**src/rtl/seq_divider.sv**
```systemverilog
// Multi-cycle unsigned restoring divider, one quotient bit per clock.
// Start/done handshake; divide-by-zero short-circuits straight to DONE.
//
//   state | meaning
//   IDLE  | waiting for start; result registers hold the last result
//   CALC  | shift-and-trial-subtract, count down from W to terminal count
//   DONE  | one-cycle done pulse, results valid
module seq_divider #(
  parameter int W = 4
) (
  input  logic         clk,
  input  logic         rst,
  input  logic         start,
  input  logic [W-1:0] dividend,
  input  logic [W-1:0] divisor,
  output logic [W-1:0] quotient,
  output logic [W-1:0] remainder,
  output logic         busy,
  output logic         done,
  output logic         div_by_zero
);

  localparam int CW = $clog2(W + 1);

  typedef enum logic [1:0] {IDLE, CALC, DONE} state_t;

  state_t        state_q, state_d;
  logic [W-1:0]  r_q, r_d;
  logic [W-1:0]  q_q, q_d;
  logic [W-1:0]  d_q, d_d;
  logic [W-1:0]  quo_q, quo_d;
  logic [W-1:0]  rem_q, rem_d;
  logic [CW-1:0] cnt_q, cnt_d;
  logic          dbz_q, dbz_d;
  logic [W-1:0]  r_sh;
  logic [W:0]    trial;

  always_ff @(posedge clk or posedge rst) begin
    if (rst) begin
      state_q <= IDLE;
      r_q     <= '0;
      q_q     <= '0;
      d_q     <= '0;
      quo_q   <= '0;
      rem_q   <= '0;
      cnt_q   <= '0;
      dbz_q   <= 1'b0;
    end else begin
      state_q <= state_d;
      r_q     <= r_d;
      q_q     <= q_d;
      d_q     <= d_d;
      quo_q   <= quo_d;
      rem_q   <= rem_d;
      cnt_q   <= cnt_d;
      dbz_q   <= dbz_d;
    end
  end

  always_comb begin
    state_d = state_q;
    r_d     = r_q;
    q_d     = q_q;
    d_d     = d_q;
    quo_d   = quo_q;
    rem_d   = rem_q;
    cnt_d   = cnt_q;
    dbz_d   = dbz_q;
    // Partial remainder never has its MSB set before a shift, so dropping it is lossless.
    r_sh    = {r_q[W-2:0], q_q[W-1]};
    trial   = {1'b0, r_sh} - {1'b0, d_q};

    case (state_q)
      IDLE: begin
        if (start) begin
          dbz_d = 1'b0;
          d_d   = divisor;
          if (divisor == '0) begin
            quo_d   = '1;
            rem_d   = dividend;
            dbz_d   = 1'b1;
            state_d = DONE;
          end else begin
            r_d     = '0;
            q_d     = dividend;
            cnt_d   = CW'(W);
            state_d = CALC;
          end
        end
      end
      CALC: begin
        q_d   = {q_q[W-2:0], ~trial[W]};
        r_d   = trial[W] ? r_sh : trial[W-1:0];
        cnt_d = cnt_q - CW'(1);
        if (cnt_q == CW'(1)) begin
          quo_d   = q_d;
          rem_d   = r_d;
          state_d = DONE;
        end
      end
      DONE:    state_d = IDLE;
      default: state_d = IDLE;
    endcase
  end

  assign quotient    = quo_q;
  assign remainder   = rem_q;
  assign div_by_zero = dbz_q;
  assign busy        = (state_q != IDLE);
  assign done        = (state_q == DONE);

endmodule

```
**config.mk**
```make
export PLATFORM = sky130hd
export DESIGN_NAME = seq_divider
export DESIGN_NICKNAME = d
export VERILOG_FILES = /design/src/rtl/seq_divider.sv
export SDC_FILE = /design/constraint.sdc
export NUM_CORES = 1
export LEC_CHECK = 0
export CORE_UTILIZATION = 40
export CTS_BUF_LIST = sky130_fd_sc_hd__clkbuf_8
export CTS_CLUSTER_SIZE = 40
export DETAILED_ROUTE_END_ITERATION = 10
export GPL_TIMING_DRIVEN = 0
export PLACE_DENSITY = 0.75
export SYNTH_ARGS = -nofsm -noshare
export SYNTH_HDL_FRONTEND = slang
export SYNTH_SLANG_ARGS = --single-unit
```
**constraint.sdc**
```tcl
create_clock -name clk -period 2.41 [get_ports clk]
set_clock_uncertainty 0.15 [all_clocks]
set_input_delay 0.241 -clock clk [delete_from_list [all_inputs] [get_ports clk]]
set_output_delay 0.241 -clock clk [all_outputs]
set_load 0.005 [all_outputs]
```
==> out/metrics.csv <==
stage;metric;value;unit
status;status;finished clean;
sta;fin_tns_setup;0;ns
sta;hold_ws;0.325;ns
floorplanning;die_width;59.8;um
detailed_routing;num_vias;1059;
setup_path;start_kind;flip-flop;
floorplanning;io_pins;22;
sta;worstMarginPinSlew;0.951;ns
final_layout;layout-drive-gt1-share;11.3;%
logic_synthesis;ys.warnings.count;0;
setup_path;end_kind;flip-flop;
setup_path;crit_family;adder cells;
detailed_routing;vias_per_cell;5.22;
setup_path;crit_top_cell;inv_1;
sta;max_clock_freq;0.461;GHz
detailed_routing;drcViolationCount;0;
power_and_ir_drop;p_leak;0.722;nW
logic_synthesis;synth-seq-cells;25;
hold_path;min_path_type;input port to asynchronous set/reset pin;
final_layout;final_common_cell;dfrtp_1;
setup_path;reg2reg_slack;0.24;ns
floorplanning;die_area;0.00357;mm2
sta;fin_crit_sh;90.0;%
logic_synthesis;syn_nets;152;
power_and_ir_drop;cellPowerDensity;1390;mW/mm2
global_route;grt_pass1_wl;4640;um
setup_path;critPathRequiredTime;2.41;ns
clock_tree;postCtsResizedCells;0;
clock_tree;cts-buffers-inserted;3;
setup_path;cpPeakStageDelay;0.41;ns
sta;period_needed;2.17;ns
logic_synthesis;synth_mux_area_share;1.59;%
global_route;gr-usage-all-layers;17.8;%
logic_synthesis;synth_top_area_share;46.9;%
setup_path;timing.rr.start;q_q[3];
logic_synthesis;synth-compound-area-share;18.5;%
flow_run;max_cap_viol_count;0;
setup_path;r2r_end;remainder[2];
detailed_routing;routed_wirelength;2800;um
clock_tree;cts_tree;yes;
clock_tree;path_clk_slew;0.09;ns
setup_path;crit_type;flip-flop to flip-flop;
clock_tree;cts_hold_buffers;0;
logic_synthesis;synthSimpleGateAreaFrac;20.2;%
global_route;first_global_vias;1034;
clock_tree;tritoncts_num_sinks;25;
final_layout;layout_common_cells;25 x dfrtp_1, 21 x nand2_1, 21 x clkdlybuf4s50_1;
detailed_routing;avgRoutedWirePerCell;13.8;um
sta;grt_setup_unrepaired;no;
power_and_ir_drop;peakVddDrop;0.697;mV
placement;place_congestion;0.879;
setup_path;critical_path_buf_inv_count;2;
global_route;antenna_found_initial;0;
setup_path;r2r_cells;8;
logic_synthesis;synth-adder-area-share;7.12;%
logic_synthesis;synth_area_leaders;dfrtp_1 47%, nand2_1 5.9%, ha_1 5.6%, nor2_1 3.4%, inv_1 3.1%;
logic_synthesis;synth_xor_xnor_area_share;0;%
clock_tree;h-tree-depth;1;
final_layout;instances_no_fill;203;
setup_path;cp_cell_sequence;inv_1, ha_1, inv_1, fa_1, nand3_1, nand2_1, o221ai_1, a31oi_1;
setup_path;crit_start;q_q[3];
clock_tree;cts_setup_buffers;0;
setup_path;critPathArrivalTime;2.16;ns
global_route;grt_overflow_total;0;
detailed_routing;first_pass_iters;4;
setup_path;worst_path_max_delay_cell;fa_1;
sta;setup_viol;0;
sta;drv_slew;0;
final_layout;nets;178;
sta;hold_viol_final;0;
clock_tree;clockRootBuffer;clkbuf_8;
logic_synthesis;synth_top_family_by_area;simple AND/OR/NAND/NOR gates;
sta;relSlewSlack;36.6;%
floorplanning;rows;20;
logic_synthesis;synthArstFlopShare;100;%
floorplanning;initial_core_util;43.0;%
final_layout;synthToLayoutAreaGrowth;23.3;%
clock_tree;clockBufferDepth;2;
floorplanning;coreArea;0.00310;mm2
logic_synthesis;syn_avg_cell_area;9.96;um2
placement;io_buffer_count;21;
placement;dp_hpwl;2140;um
detailed_routing;ant_nets;0;
logic_synthesis;synth_area;0.00134;mm2
detailed_routing;drt_iter0_drc;33;
logic_synthesis;synth_largest_area_cell;dfrtp_1;
clock_tree;clk_latency;0.27;ns
logic_synthesis;synth_cell_types;38;
global_route;grt_max_degree;26;
logic_synthesis;synth_top_flop_cell;dfrtp_1;
floorplanning;die_h;59.8;um
logic_synthesis;synthCells;134;
logic_synthesis;seq_area_frac_synth;46.9;%
setup_path;worst-path-max-fanout;6;
logic_synthesis;synth-edff-count;0;
final_layout;n_antenna_cell;0;
placement;place_inst;199;
state kept, by name, summed over array words and instances (netlist names):
| register | flops |
|---|---|
| r_q | 3 |
| state_q | 2 |
| q_q | 4 |
| quotient | 4 |
| remainder | 4 |
| d_q | 4 |
| div_by_zero | 1 |
| cnt_q | 3 |
cell usage after synthesis, drive strengths merged (2+ instances only):
cell,number
o22ai,3
dfrtp,25
a21oi,7
buf,4
o21ai,8
o22a,2
or2,2
nor2,12
nand3,4
nand2b,2
nand2,21
a31o,2
ha,6
inv,11
o21a,2
nand3b,2
a31oi,6
nor2b,2
area by class of cell:
type	count	area, um2
plain buffers	4	35.0
clock buffers	3	41.3
clock inverters	1	5.00
fillers	298	1460
inverters	11	41.3
multi-input cells	94	633
flip-flops and latches	25	626
well taps	44	55.1
repair buffers	21	210
metal layers:
| metal | GRT usage [%] | up-vias | part of all wire, % |
|---|---|---|---|
| li1 | - | 515 | - |
| met1 | 22.9 | 512 | 42 |
| met5 | 0 | - | 0 |
| met4 | 6.31 | 0 | 1.4 |
| met3 | 3.25 | 5 | 5.9 |
| met2 | 29.8 | 27 | 51 |
how the worst max path moves through the flow:
stage | cells after the start | slack [ns] | end
3_3_place_gp | 8 | 0.34 | remainder[2]
6_report | 8 | 0.24 | remainder[2]
2_1_floorplan | 8 | 0.50 | remainder[3]
5_1_grt | 8 | 0.11 | remainder[2]
4_1_cts | 8 | 0.26 | remainder[2]
3_5_place_dp | 8 | 0.27 | remainder[2]
power by group:
part,switching (mW),internal [mW]
combinational,0.660,0.613
sequential,0.146,0.624
clock,0.133,0.116
total,0.940,1.35
cell families after synthesis:
logic type,count (synthesis)
AO/OA/AOI/OAI,35
adder cells (fa/ha/maj),7
buffers and inverters,15
flip-flops,25
multiplexers,2
AND/OR/NAND/NOR,50
worst reg2reg max path, delay by kind of cell, from the launching register on:
kind | cells | cell delay, ns
AO/OA/AOI/OAI | 2 | 0.42
AND/OR/NAND/NOR | 2 | 0.36
adder cells (fa/ha/maj) | 2 | 0.58
buffers and inverters | 2 | 0.14
flip-flops | 1 | 0.39
metrics by stage:
step           utilization (%)  area (um2)  setup WS (ns)  total power [mW]
3_5_place_dp              51.6        1600          0.269              2.04
3_3_place_gp              51.6        1600          0.342              1.96
2_1_floorplan                -        1340          0.498              1.62
6_report                  53.1        1650          0.241              2.29
5_1_grt                   53.1        1650          0.111              2.48
4_1_cts                   53.1        1650          0.262              2.29
No activity file was read; power rests on OpenSTA's default activity.
==> patch 1, RTL diff (config.mk and constraints unchanged) <==
Register the outputs `busy` and `done`, with the module's reset; this adds one clock of latency there. The other outputs are not delayed to match. Comments in the files are not updated.
--- a/src/rtl/seq_divider.sv
+++ b/src/rtl/seq_divider.sv
@@ -108,4 +108,11 @@
   assign div_by_zero = dbz_q;
-  assign busy        = (state_q != IDLE);
-  assign done        = (state_q == DONE);
+  always_ff @(posedge clk or posedge rst) begin
+    if (rst) begin
+      busy <= '0;
+      done <= '0;
+    end else begin
+      busy <= (state_q != IDLE);
+      done <= (state_q == DONE);
+    end
+  end
 
Check against the original RTL: not equivalent (Yosys sat finds a counterexample within 4 cycles, from zero or initial values and one cycle with rst high).
==> patch 1 against the unedited design <==
  * Die area down 0.82%
  * Total power fell by 3.9%
  * Sequential cell count grew 2
  * Critical path depth up 1
  * Final cell count is 0.99% lower
  * Global-route usage decreased by 1.1 points
  * Synthesized area down 0.84%
  * Critical path type unchanged
  * Sequential power up 3.5%
  * Largest cell class is now registers
  * Routed wire length shrank 10%
  * Setup slack got worse by 99 ps
  * Final area fell by 0.53%
==> patch 1: results (changes against the unedited design) <==
Outcome
  – Status: finished, final reports clean (unchanged)

Final layout
  – Clk tree area frac: 2.98% (was 2.81%)
  – Fillcell total: 321 (was 298)
  – Reg area: 676 µm² (was 626 µm²)
  – Signal buf overhead: 14.3% (was 14.9%)
  – Area Growth Syn to Fin: 23.7% (was 23.3%)
  – Seq cells: 27 (was 25)
  – Plain + repair buffers: 24 (was 25)
  – Comb_multi_in: 93 (was 94)

Detailed routing
  – Post-Route WL: 2510 µm (was 2800 µm)
  – Starting DRT DRC Count: 47 (was 33)
  – Routed length on met2: 1240 µm (was 1410 µm)
  – Vias: 994 (was 1,059)
  – Metal-1 WL: 1130 µm (was 1180 µm)
  – Metal3 WL: 124 µm (was 166 µm)

Global routing
  – Largest net degree at the start of global routing: 28 (was 26)
  – Met3 usage: 3.93% (was 3.25%)
  – First-pass GRT wire length: 4360 µm (was 4640 µm)
  – GRT Overall Usage: 16.7% (was 17.8%)
  – Met2 Usage GRT: 29.4% (was 29.8%)

Yosys
  – Sequential share of the synthesized area: 51.0% (was 46.9%)
  – Mapped Nets: 150 (was 152)
  – Synthesized area per cell: 10.0 µm² (was 9.96 µm²)
  – Synth area leaders: dfrtp_1 (51%), ha_1 (5.7%), nand2_1 (5.4%) (was dfrtp_1 (47%), nand2_1 (5.9%), ha_1 (5.6%))
  – Synth unique cells: 32 (was 38)
  – Post-synthesis cell area: 1320 µm² (was 1340 µm²)
  – Post-synth top cells: dfrtp_1 (27), nand2_1 (19), nor2_1 (19), inv_1 (9), ha_1 (6) (was dfrtp_1 (25), nand2_1 (21), nor2_1 (12), inv_1 (11), o21ai_0 (8))

Critical path
  – FF-to-FF setup slack: 140 ps (was 240 ps)
  – Cell family with most CP delay: adder cells (unchanged)
  – CP arrival: 2290 ps (was 2160 ps)

Placement
  – Post-DP Area: 1590 µm² (was 1600 µm²)
  – Setup slack after placement: 146 ps (was 269 ps)
  – Detailed Place HPWL: 1970 µm (was 2140 µm)
  – GP Congestion: 0.758 (was 0.879)

Power
  – Worst IR Drop VDD: 0.829 mV (was 0.697 mV)
  – P_leak: 0.000710 µW (was 0.000722 µW)

Timing
  – Hold WS: 345 ps (was 325 ps)
  – Headroom to the max-slew limit: 31.5% (was 36.6%)
## patch 1: logic make-up after synthesis
family	synth area share [%]
simple gates	17.4
mux	4.91
fa+ha+maj	7.18
compound gates	13.8
flops	51.0
buf+inv	4.35
xor+xnor	1.32
## patch 1: worst max path at each step
stage,startpoint,depth (start not counted),slack (ps),end
after global placement,q_q[3],9,250,remainder[2]
after CTS,q_q[3],9,140,remainder[2]
after floorplan,q_q[3],9,410,remainder[1]
final,q_q[3],9,140,remainder[2]
after global routing,q_q[3],9,10,remainder[2]
after detailed placement,q_q[3],9,150,remainder[2]
## patch 1: power breakdown
group          switching, µW  internal, µW
Clock                    139           117
Combinational            606           543
Sequential               138           659
## patch 1: worst register-to-register path, delay by kind of cell (launching register included)
family                   cells  cell delay (ps)
multiplexers                 1              260
AO/OA/AOI/OAI                3              550
flip-flops                   1              410
adder cells (fa/ha/maj)      2              560
buffers and inverters        2              120
AND/OR/NAND/NOR              1              140
==> patch 2, RTL diff (same settings) <==
Made on the original files. `W`: 4 -> 8.
--- a/src/rtl/seq_divider.sv
+++ b/src/rtl/seq_divider.sv
@@ -8,3 +8,3 @@
 module seq_divider #(
-  parameter int W = 4
+  parameter int W = 8
 ) (
Ports: changed (resized dividend, divisor, quotient and remainder); port bits go from 22 to 38. No check against the original RTL was run, so the function may have changed too.
==> patch 2 against the unedited design <==
  * Critical path depth rose by 2
  * Fmax is 9.2% lower
  * Total power increased by 100%
  * Utilization rose by 0.53 points
  * Clock power rose by 96%
  * Synthesized area increased by 83%
  * Routed wire length rose by 110%
  * Final area increased by 92%
  * Sequential cell count rose by 21
  * Setup slack lost 220 ps
  * Hold slack got worse by 260 ps
  * Critical path type unchanged
  * Highest routed layer unchanged
==> patch 2: results (changes against the unedited design) <==
Outcome
  – Status: finished, final reports clean (unchanged)

Placement
  – Buffers on Ports: 37 (was 21)
  – Detailed Place HPWL: 4200 µm (was 2140 µm)
  – GP Congestion: 0.850 (was 0.879)

Yosys
  – Sequential share of the synthesized area: 47.2% (was 46.9%)
  – Post-synth top cells: dfrtp_1 (46), nand2_1 (39), o21ai_0 (31), nor2_1 (27), a21oi_1 (17) (was dfrtp_1 (25), nand2_1 (21), nor2_1 (12), inv_1 (11), o21ai_0 (8))
  – Synth unique cells: 44 (was 38)
  – Synth area leaders: dfrtp_1 (47%), o21ai_0 (6.4%), nand2_1 (6.0%) (was dfrtp_1 (47%), nand2_1 (5.9%), ha_1 (5.6%))
  – Mapped Nets: 289 (was 152)

Clocking
  – CTS Buf Count: 5 (was 3)
  – Clk Latency, worst-skew pair: 300 ps (was 270 ps)
  – Clock Path Buffers: 2 (unchanged)
  – H-tree level count: 2 (was 1)

Global routing
  – Met3 usage: 4.55% (was 3.25%)
  – Met1 usage: 24.2% (was 22.9%)
  – Largest net degree at the start of global routing: 33 (was 26)
  – Met2 Usage GRT: 33.2% (was 29.8%)
  – Vias in the first global route: 2,034 (was 1,034)
  – Overflow after GRT: 0 (unchanged)
  – GRT Overall Usage: 19.5% (was 17.8%)
  – First-pass GRT wire length: 9520 µm (was 4640 µm)

Detailed routing
  – Starting DRT DRC Count: 159 (was 33)
  – Drt wl/cell: 15.3 µm (was 13.8 µm)
  – DR vias/cell: 5.48 (was 5.22)

Critical path
  – CP arrival: 2470 ps (was 2160 ps)
  – Worst r2r path cells: 10 (was 8)
  – CP Max Fanout: 6 (unchanged)
  – FF-to-FF setup slack: 20 ps (was 240 ps)
  – Worst path slowest cell: dfrtp_1 (was fa_1)
  – Cell family with most CP delay: compound AO/OA/AOI/OAI gates (was adder cells)

Power
  – Worst IR Drop VDD: 0.713 mV (was 0.697 mV)
  – P_leak: 0.00137 µW (was 0.000722 µW)

Final layout
  – Fillcell total: 528 (was 298)
  – Fin nets: 340 (was 178)
  – Share of cells above drive strength 1: 14.8% (was 11.3%)

Worst hold path
  – Type of the most critical hold path: in -> async (unchanged)

Timing
  – Worst slew pin tran: 618 ps (was 951 ps)
  – Hold WS: 66.7 ps (was 325 ps)
## patch 2: cell types whose count changed in the layout (fill, tap and decap cells not counted), sizes merged, moves of 4 or more
| cell | unedited run | this run |
|---|---|---|
| nor2 | 12 | 27 |
| inv | 11 | 15 |
| ha | 6 | 10 |
| mux2i | 1 | 7 |
| o21ai | 8 | 31 |
| dfrtp | 25 | 46 |
| a21oi | 7 | 19 |
| buf | 4 | 14 |
| nand2 | 21 | 39 |
| a41oi | 0 | 4 |
| clkdlybuf4s50 | 21 | 37 |
| clkbuf | 3 | 9 |
## patch 2: worst register-to-register path, delay by kind of cell (launching register included)
kind            cells  cell delay (ps)
fa+ha+maj           2              560
simple gates        1               90
flops               1              420
buf+inv             3              260
compound gates      4              830
## patch 2: worst paths after layout
path,startpoint,endpoint
max in group asynchronous,rst,quotient[1]
max reg2reg,q_q[7],remainder[4]
min in group clk,q_q[0],q_q[0]
min reg2reg,q_q[0],q_q[0]
max,q_q[7],remainder[4]
min,rst,state_q[0]
## patch 2: layout make-up
cell class / count / area [µm²] / share of cell area (%)
buffer: 9 / 60.1 / 1.90
clock buffer: 6 / 82.6 / 2.62
clock inverter: 2 / 8.76 / 0.278
inverter: 14 / 52.6 / 1.67
multi-input combinational: 189 / 1250 / 39.8
sequential: 46 / 1150 / 36.5
tap: 75 / 93.8 / 2.98
timing repair buffer: 45 / 450 / 14.3
## patch 2: cell families (layout without fill, tap and decap cells)
logic type | Yosys count | count (layout) | synth area share (%)
compound gates | 76 | 76 | 20.5
xor+xnor | 2 | 2 | 0.718
fa+ha+maj | 11 | 11 | 5.95
buf+inv | 24 | 76 | 4.82
flops | 46 | 46 | 47.2
mux | 9 | 9 | 3.79
simple gates | 91 | 91 | 17.0
## patch 2: routing by layer
layer  routed length [µm]  vias up  part of all wire [%]
met5                    0        -                     0
met4                   87        0                   1.5
met3                  318        8                   5.4
met2                 3070       62                    52
met1                 2450     1048                    41
li1                     -      999                     -
## patch 2: through the flow
stage | setup slack [ps] | total power [µW] | instance area [µm²] | TNS [ps] | cells
after floorplan | 123 | 2930 | 2440 | 0 | 259
after global placement | -155 | 3610 | 2900 | -1040 | 371
after detailed placement | -234 | 3700 | 2920 | -1610 | 372
after CTS | 19.2 | 4380 | 3070 | 0 | 383
after global routing | -75.3 | 4960 | 3150 | -358 | 386
final | 19.9 | 4600 | 3150 | 0 | 386
## patch 2: report_power, final
part | leakage, µW | total [µW] | internal, µW | switching [µW]
sequential | 0.000545 | 1380 | 1130 | 253
clock | 0.0000524 | 489 | 228 | 262
combinational | 0.000769 | 2730 | 1310 | 1430
## patch 2: repair_timing
action,4_1_cts,5_1_grt
setup endpoints to repair,15,14
pin swaps,8,12
buffers inserted,4,3
gates resized for setup,9,12
